==> src/rtl/ahb_gpio_param.sv <==
// rtl/ahb_gpio_param.sv - AHB-Lite GPIO port with parametrised width, parity and edge interrupts
//
// Purpose:
//   Zero-wait-state AHB-Lite slave exposing a WIDTH-bit GPIO port. Each bit
//   has its own direction. The output bus carries an extra parity bit. The
//   input bus is synchronised and parity-checked. Optional edge-triggered
//   interrupts are built only when the GPIO_IRQ_EN macro is defined. In the
//   default build that logic is absent and GPIOIRQ is tied low.
//
// Parameters:
//   WIDTH       - data bits, 1..32. Pin buses are WIDTH+1 wide, and bit WIDTH
//                 is the parity bit.
//   SYNC_STAGES - input synchroniser depth, 2..4.
//
// Ports:
//   clk, reset_n          - clock and asynchronous active-low reset
//   HSEL, HADDR, HTRANS,
//   HWRITE, HSIZE, HWDATA,
//   HREADY                - AHB-Lite slave inputs (HADDR[4:2] decoded, HSIZE ignored)
//   HRDATA, HREADYOUT,
//   HRESP                 - AHB-Lite slave outputs (always ready, always OKAY)
//   GPIOIN                - input pins plus parity bit
//   PARITYSEL             - 0 = even parity, 1 = odd parity
//   GPIOOUT               - output pins plus generated parity bit
//   GPIODIR               - per-bit direction, 1 = output
//   PARITYERR             - registered live input parity error
//   GPIOIRQ               - registered OR of enabled interrupt status bits
//
// Register map (word offsets):
//   0x00 DATA, 0x04 DIR, 0x08 IRQ_EN, 0x0C IRQ_EDGE, 0x10 IRQ_STATUS (W1C)

module ahb_gpio_param #(
    parameter int WIDTH       = 16,
    parameter int SYNC_STAGES = 2
) (
    input  logic             clk,
    input  logic             reset_n,
    input  logic             HSEL,
    input  logic [31:0]      HADDR,
    input  logic [1:0]       HTRANS,
    input  logic             HWRITE,
    input  logic [2:0]       HSIZE,
    input  logic [31:0]      HWDATA,
    input  logic             HREADY,
    output logic [31:0]      HRDATA,
    output logic             HREADYOUT,
    output logic             HRESP,
    input  logic [WIDTH:0]   GPIOIN,
    input  logic             PARITYSEL,
    output logic [WIDTH:0]   GPIOOUT,
    output logic [WIDTH-1:0] GPIODIR,
    output logic             PARITYERR,
    output logic             GPIOIRQ
);

    localparam logic [2:0] ADDR_DATA   = 3'd0;
    localparam logic [2:0] ADDR_DIR    = 3'd1;
    localparam logic [2:0] ADDR_IRQEN  = 3'd2;
    localparam logic [2:0] ADDR_IRQEDG = 3'd3;
    localparam logic [2:0] ADDR_IRQSTS = 3'd4;

    // Address-phase pipeline register
    logic       ph_valid;
    logic       ph_write;
    logic [2:0] ph_addr;
    logic       addr_take;

    assign addr_take = HSEL & HREADY & HTRANS[1];

    always_ff @(posedge clk or negedge reset_n) begin
        if (!reset_n) begin
            ph_valid <= 1'b0;
            ph_write <= 1'b0;
            ph_addr  <= 3'd0;
        end else if (addr_take) begin
            ph_valid <= 1'b1;
            ph_write <= HWRITE;
            ph_addr  <= HADDR[4:2];
        end else begin
            ph_valid <= 1'b0;
            ph_write <= 1'b0;
            ph_addr  <= 3'd0;
        end
    end

    logic             wr_en;
    logic             rd_en;
    logic [WIDTH-1:0] wdata;

    assign wr_en = ph_valid & ph_write;
    assign rd_en = ph_valid & ~ph_write;
    assign wdata = HWDATA[WIDTH-1:0];

    // Output data and direction registers
    logic [WIDTH-1:0] out_reg;
    logic [WIDTH-1:0] dir_reg;

    always_ff @(posedge clk or negedge reset_n) begin
        if (!reset_n) begin
            out_reg <= '0;
            dir_reg <= '0;
        end else if (wr_en) begin
            if (ph_addr == ADDR_DATA) out_reg <= wdata;
            if (ph_addr == ADDR_DIR)  dir_reg <= wdata;
        end
    end

    // Parity bit follows PARITYSEL combinationally so a mode change needs no bus write
    assign GPIOOUT = {(^out_reg) ^ PARITYSEL, out_reg};
    assign GPIODIR = dir_reg;

    // Input synchroniser: all WIDTH+1 pins including the parity bit
    logic [WIDTH:0] sync_q [SYNC_STAGES];
    logic [WIDTH:0] in_sync;

    always_ff @(posedge clk or negedge reset_n) begin
        if (!reset_n) begin
            for (int i = 0; i < SYNC_STAGES; i++) sync_q[i] <= '0;
        end else begin
            sync_q[0] <= GPIOIN;
            for (int i = 1; i < SYNC_STAGES; i++) sync_q[i] <= sync_q[i-1];
        end
    end

    assign in_sync = sync_q[SYNC_STAGES-1];

    // Live parity check; with PARITYSEL=1 an odd total count of ones is correct
    always_ff @(posedge clk or negedge reset_n) begin
        if (!reset_n) PARITYERR <= 1'b0;
        else          PARITYERR <= (^in_sync) ^ PARITYSEL;
    end

`ifdef GPIO_IRQ_EN
    logic [WIDTH-1:0] irq_en;
    logic [WIDTH-1:0] irq_edge;
    logic [WIDTH-1:0] irq_status;
    logic [WIDTH-1:0] in_prev;
    logic [WIDTH-1:0] rise;
    logic [WIDTH-1:0] fall;
    logic [WIDTH-1:0] edge_hit;
    logic [WIDTH-1:0] sts_clr;

    // in_prev tracks every bit regardless of direction, so turning a bit into
    // an input compares against its real recent value and fakes no edge.
    always_ff @(posedge clk or negedge reset_n) begin
        if (!reset_n) in_prev <= '0;
        else          in_prev <= in_sync[WIDTH-1:0];
    end

    assign rise     = in_sync[WIDTH-1:0] & ~in_prev;
    assign fall     = ~in_sync[WIDTH-1:0] & in_prev;
    assign edge_hit = ((irq_edge & fall) | (~irq_edge & rise)) & ~dir_reg;
    assign sts_clr  = (wr_en && ph_addr == ADDR_IRQSTS) ? wdata : '0;

    always_ff @(posedge clk or negedge reset_n) begin
        if (!reset_n) begin
            irq_en   <= '0;
            irq_edge <= '0;
        end else if (wr_en) begin
            if (ph_addr == ADDR_IRQEN)  irq_en   <= wdata;
            if (ph_addr == ADDR_IRQEDG) irq_edge <= wdata;
        end
    end

    // Set is OR-ed in after the clear so a coincident edge is never lost
    always_ff @(posedge clk or negedge reset_n) begin
        if (!reset_n) irq_status <= '0;
        else          irq_status <= (irq_status & ~sts_clr) | edge_hit;
    end

    always_ff @(posedge clk or negedge reset_n) begin
        if (!reset_n) GPIOIRQ <= 1'b0;
        else          GPIOIRQ <= |(irq_status & irq_en);
    end
`else
    assign GPIOIRQ = 1'b0;
`endif

    // Read data, valid only during a read data phase
    logic [WIDTH-1:0] rd_val;
    logic [31:0]      rd_word;

    always_comb begin
        rd_val = '0;
        case (ph_addr)
            ADDR_DATA:   rd_val = (out_reg & dir_reg) | (in_sync[WIDTH-1:0] & ~dir_reg);
            ADDR_DIR:    rd_val = dir_reg;
`ifdef GPIO_IRQ_EN
            ADDR_IRQEN:  rd_val = irq_en;
            ADDR_IRQEDG: rd_val = irq_edge;
            ADDR_IRQSTS: rd_val = irq_status;
`endif
            default:     rd_val = '0;
        endcase
    end

    always_comb begin
        rd_word = '0;
        if (rd_en) rd_word[WIDTH-1:0] = rd_val;
    end

    assign HRDATA    = rd_word;
    assign HREADYOUT = 1'b1;
    assign HRESP     = 1'b0;

    logic unused_inputs;
    assign unused_inputs = ^{HADDR[31:5], HADDR[1:0], HTRANS[0], HSIZE, HWDATA};

endmodule

==> config.mk <==
export PLATFORM = sky130hd
export DESIGN_NAME = ahb_gpio_param
export DESIGN_NICKNAME = d
export VERILOG_FILES = /design/src/rtl/ahb_gpio_param.sv
export SDC_FILE = /design/constraint.sdc
export NUM_CORES = 1
export LEC_CHECK = 0
export BUFFER_PORTS_ARGS = -buffer_cell sky130_fd_sc_hd__buf_4
export CAP_MARGIN = 20
export CORE_ASPECT_RATIO = 2
export CORE_MARGIN = 1.5
export CORE_UTILIZATION = 39
export CTS_CLUSTER_DIAMETER = 30
export CTS_CLUSTER_SIZE = 14
export DETAILED_ROUTE_END_ITERATION = 6
export HOLD_SLACK_MARGIN = 0.03
export PLACE_DENSITY_LB_ADDON = 0.1
export SYNTH_ARGS = -nofsm -noshare
export SYNTH_HDL_FRONTEND = slang
export SYNTH_SLANG_ARGS = --single-unit
==> constraint.sdc <==
create_clock -name clk -period 2 [get_ports clk]
set_input_delay 0.1 -clock clk [delete_from_list [all_inputs] [get_ports clk]]
set_output_delay 0.1 -clock clk [all_outputs]
set_load 0.02 [all_outputs]
After elaboration in Yosys (flattened, before gate mapping)

Cells that the tools add are included.

Eq/ne operators: 1
Multiplexer cells: 5
Bitwise logic cells: 11
Reductions and logical operators: 5

Operator list:

| cell               | count |
|---|---|
| $and 16x16->16     | 2 |
| $pmux 16 s2        | 1 |
| $reduce_xor 17->1  | 1 |
| $mux 16            | 1 |
| $not 16->16        | 1 |
| $or 16x16->16      | 1 |
| $reduce_xor 16->1  | 1 |
| $and 1x1->1        | 4 |
| $reduce_and 2->1   | 2 |
| $eq 3x1->1 const B | 1 |
| $logic_not 3->1    | 1 |
| $mux 3             | 1 |
| $mux 1             | 2 |
| $xor 1x1->1        | 2 |
| $not 1->1          | 1 |

Flip-flop bits (word level): 72
Output and inout bits: 69
Logic and storage cells: 30

Depth between registers and ports, before layout

Depth in word-level cells: 5
Depth in mapped cells: 5
Depth with buffers taken out: 4

Worst setup path before layout

Ideal clock, no wire load.

Kind: register to output
Start: register ph_addr[1]
End: output port HRDATA[10]
Data arrival time: 1.597 ns
Required time: 1.900 ns
Path slack: 0.303 ns
Cell stages (with the launch flop): 5
Path buffers: 2
Cell sequence: dfrtp_1 or4b_1 clkbuf_1 clkbuf_1 a21oi_1

Cells in the longest elaborated chain, start to end: 3
Elaborated cells on any way between the ends: 4
Those cells by class: eq/ne (1); mux (2); reduce/logical (1)

RTL lines:

| what                                          | RTL line | RTL |
|---|---|---|
| start, declared                               | 65       | `logic [2:0] ph_addr;` |
| start signal, assigned                        | 78       | `ph_addr <= HADDR[4:2];` |
| $eq 3x1->1 or $logic_not 3->1 (tied branches) | 185      | `case (ph_addr)` |
| $pmux 16 s2 (*)                               | 185      |  |
| $mux 16 (*)                                   | 199      | `if (rd_en) rd_word[WIDTH-1:0] = rd_val;` |
| end, declared                                 | 45       | `output logic [31:0] HRDATA,` |

Every way passes the cells marked *; elsewhere a longest branch is shown, timed or not.

Final worst setup path

Start: register ph_addr[1]
End: output port HRDATA[6]

Same word-level chain as after synthesis.

==> results.toml <==
[critical_path]
cp.arrival_ns = 1.87
reg2reg_to = "GPIODIR[10]"
reg2reg_depth = 4
cp_data_required_time_ns = 1.90
criticalPathCategory = "flop to primary output"
r2r-start = "ph_addr[2]"
r2r_slack_ns = 0.40
worstPathMaxFanout = 16
startpoint_type = "flop"
endpoint_kind = "primary output"

[yosys]
ys_types = 23
synth_top_area_share_pct = 58.6
synthMostInstantiatedCell = "dfrtp_1"
synthFlopType = "dfrtp_1"
synthSimpleGateAreaFrac_pct = 6.59
yosys.area.top_type = "dfrtp_1"
synth_cells = 236
netlist_area_mm2 = 0.00307
synth_compound_area_share_pct = 5.21
ys_warn_count = 0
synth_top_family_by_area = "multiplexers"
synth.area.top_cells = "dfrtp_1 (59%), mux2_2 (8.1%), xnor2_1 (7.4%), buf_4 (4.9%), mux2_4 (4.9%)"
synth_edf_count = 0
async_flop_share_pct = 100
yosysSeqAreaShare_pct = 58.6
synth_commonest_cells = "dfrtp_1 (72), xnor2_1 (26), mux2_2 (22), buf_4 (20)"
synth_xor_xnor_area_share_pct = 9.73
muxShareOfSynthArea_pct = 12.9
syn_area_per_cell_um2 = 13.0
synth_adder_area_share_pct = 0
synth-seq-cells = 72

[drt]
via_per_inst = 4.62
vias = 2177
wl_per_cell_um = 14.8
wirelength_mm = 6.99
drt_iter0_drc = 69
drcViolationCount = 0
ant_nets = 0
dr.pass1.iters = 4

[die]
die_area_mm2 = 0.00846
fp-row-count = 45
die_w_um = 65.8
pin_count = 161
core_mm2 = 0.00760
start_util_pct = 40.4
die_h_um = 129

[timing]
fin_ws_ns = 0.0288
fin_crit_ns = 1.97
setup_tns_ns = 0
rsz0062_at_grt = "yes"
whs_ns = 0.0950
finalHoldViolCount = 0
setup_violations = 0
drv_slew = 0
slew_headroom_pct = 41.6
finClkSkew_ns = 0.00540
tightest_slew_ns = 0.876
clock.fmax_mhz = 507
finalCritPeriodShare_pct = 98.6

[layout]
fin_util_pct = 58.9
layout-area-overhead-vs-synth_pct = 45.5
layout-drive-gt1-share_pct = 39.8
num-nets-final = 464
antenna_cells = 0
layoutNonFillerInstCount = 471
stdcell_area_mm2 = 0.00447

[placed_design]
place_inst = 417
gp_congestion = 0.733
port_buffers = 92
post-place-ws_ns = 0.382
hpwl_mm = 4.74
dpl-instance-area_mm2 = 0.00379

[pwr]
power.internal_mw = 3.06
comb_power_share_pct = 21.4
fin_total_pwr_mw = 4.15
switching_share_pct = 26.1
pwr-share-clk_pct = 38.6
peakVddDrop_uv = 577
switching_power_mw = 1.08
seqPwrFrac_pct = 39.9
p_leak_nw = 2.18
power.density_mw_per_mm2 = 927

[clocking]
cts-buffers-inserted = 9
cts-root-buf = "clkbuf_16"
clk_pin_slew_worst_paths_ns = 0.05
clkLatencyLatePin_ns = 0.33
cts_tree = "yes"
cts_sinks = 72
cts_buffer_depth = 2
ctsHtreeMaxLevel = 3
post_cts_buffers = 0

[worst_hold_path]
holdPathEnd = "ph_valid"
hold_depth = 2
holdCritStartpoint = "HREADY"
hold_class = "input port to flop"

[global_routing]
grt_pass1_wl_mm = 10.8
grt_start_max_net_pins = 73
gr-total-overflow = 0
antenna_found_initial = 0
grt_pass1_vias = 2165
grt_use_total_pct = 17.8

[run_status]
status = "finished clean"

[run]
drv_cap = 0
## layout make-up
class	count	area (um^2)
tap	94	118
sequential	72	1800
multi-input combinational	153	1130
clock buffer	11	253
fill	681	3130
timing repair buffer	136	1120
clock inverter	5	55.1
## worst max path at each step
stage / startpoint / end / cells past startpoint
floorplan: ph_addr[1] / HRDATA[10] / 4
global placement: ph_addr[1] / HRDATA[6] / 4
detailed placement: ph_addr[1] / HRDATA[5] / 4
CTS: ph_addr[1] / HRDATA[5] / 4
global route: ph_addr[1] / HRDATA[5] / 4
finish: ph_addr[1] / HRDATA[6] / 4
## cell families after synthesis
group                     count (synthesis)
DFF                                      72
and+or+nand+nor                          39
AOI/OAI and AO/OA                        32
muxes                                    32
xor gates and xnor gates                 31
buffers and inverters                    28
other                                     2
## critical path: stages, from the launching register on
cell     delay, ns
dfrtp_1       0.39
or4b_1        0.53
buf_4         0.23
a21oi_1       0.21
buf_4         0.18
## power groups by stage
stage | sequential (mW) | combinational [mW] | clock (mW)
floorplan | 1.74 | 0.459 | 0
finish | 1.66 | 0.889 | 1.60
global route | 1.67 | 0.965 | 1.71
detailed placement | 1.68 | 0.845 | 0
global placement | 1.68 | 0.840 | 0
CTS | 1.66 | 0.906 | 1.65
## routing by layer
metal / track usage [%] / vias up / share of wire, %
li1: - / 1020 / -
met2: 30.7 / 76 / 55
met4: 8.09 / 0 / 2.0
met1: 19.8 / 1071 / 38
met5: 0 / - / 0
met3: 5.07 / 10 / 5.1
## cells in the final DEF (no fill, tap or decap), drive strengths merged, types with 2 or more instances in the layout
cell type / n
or3b: 3
a21oi: 16
clkinvlp: 2
nor2: 14
buf: 98
xor2: 3
xnor3: 2
xnor2: 26
clkbuf: 11
clkinv: 2
nand2: 14
and2: 4
conb: 19
mux2: 32
dfrtp: 72
dlygate4sd3: 38
o21ai: 16
## what timing repair did
action / in CTS / in global routing
hold buffers: 38 / 0
setup endpoints to repair: 0 / 4
resized for setup: 0 / 0
endpoints found under the hold margin: 125 / 0
Note: power is estimated with default switching activity, not from simulation.
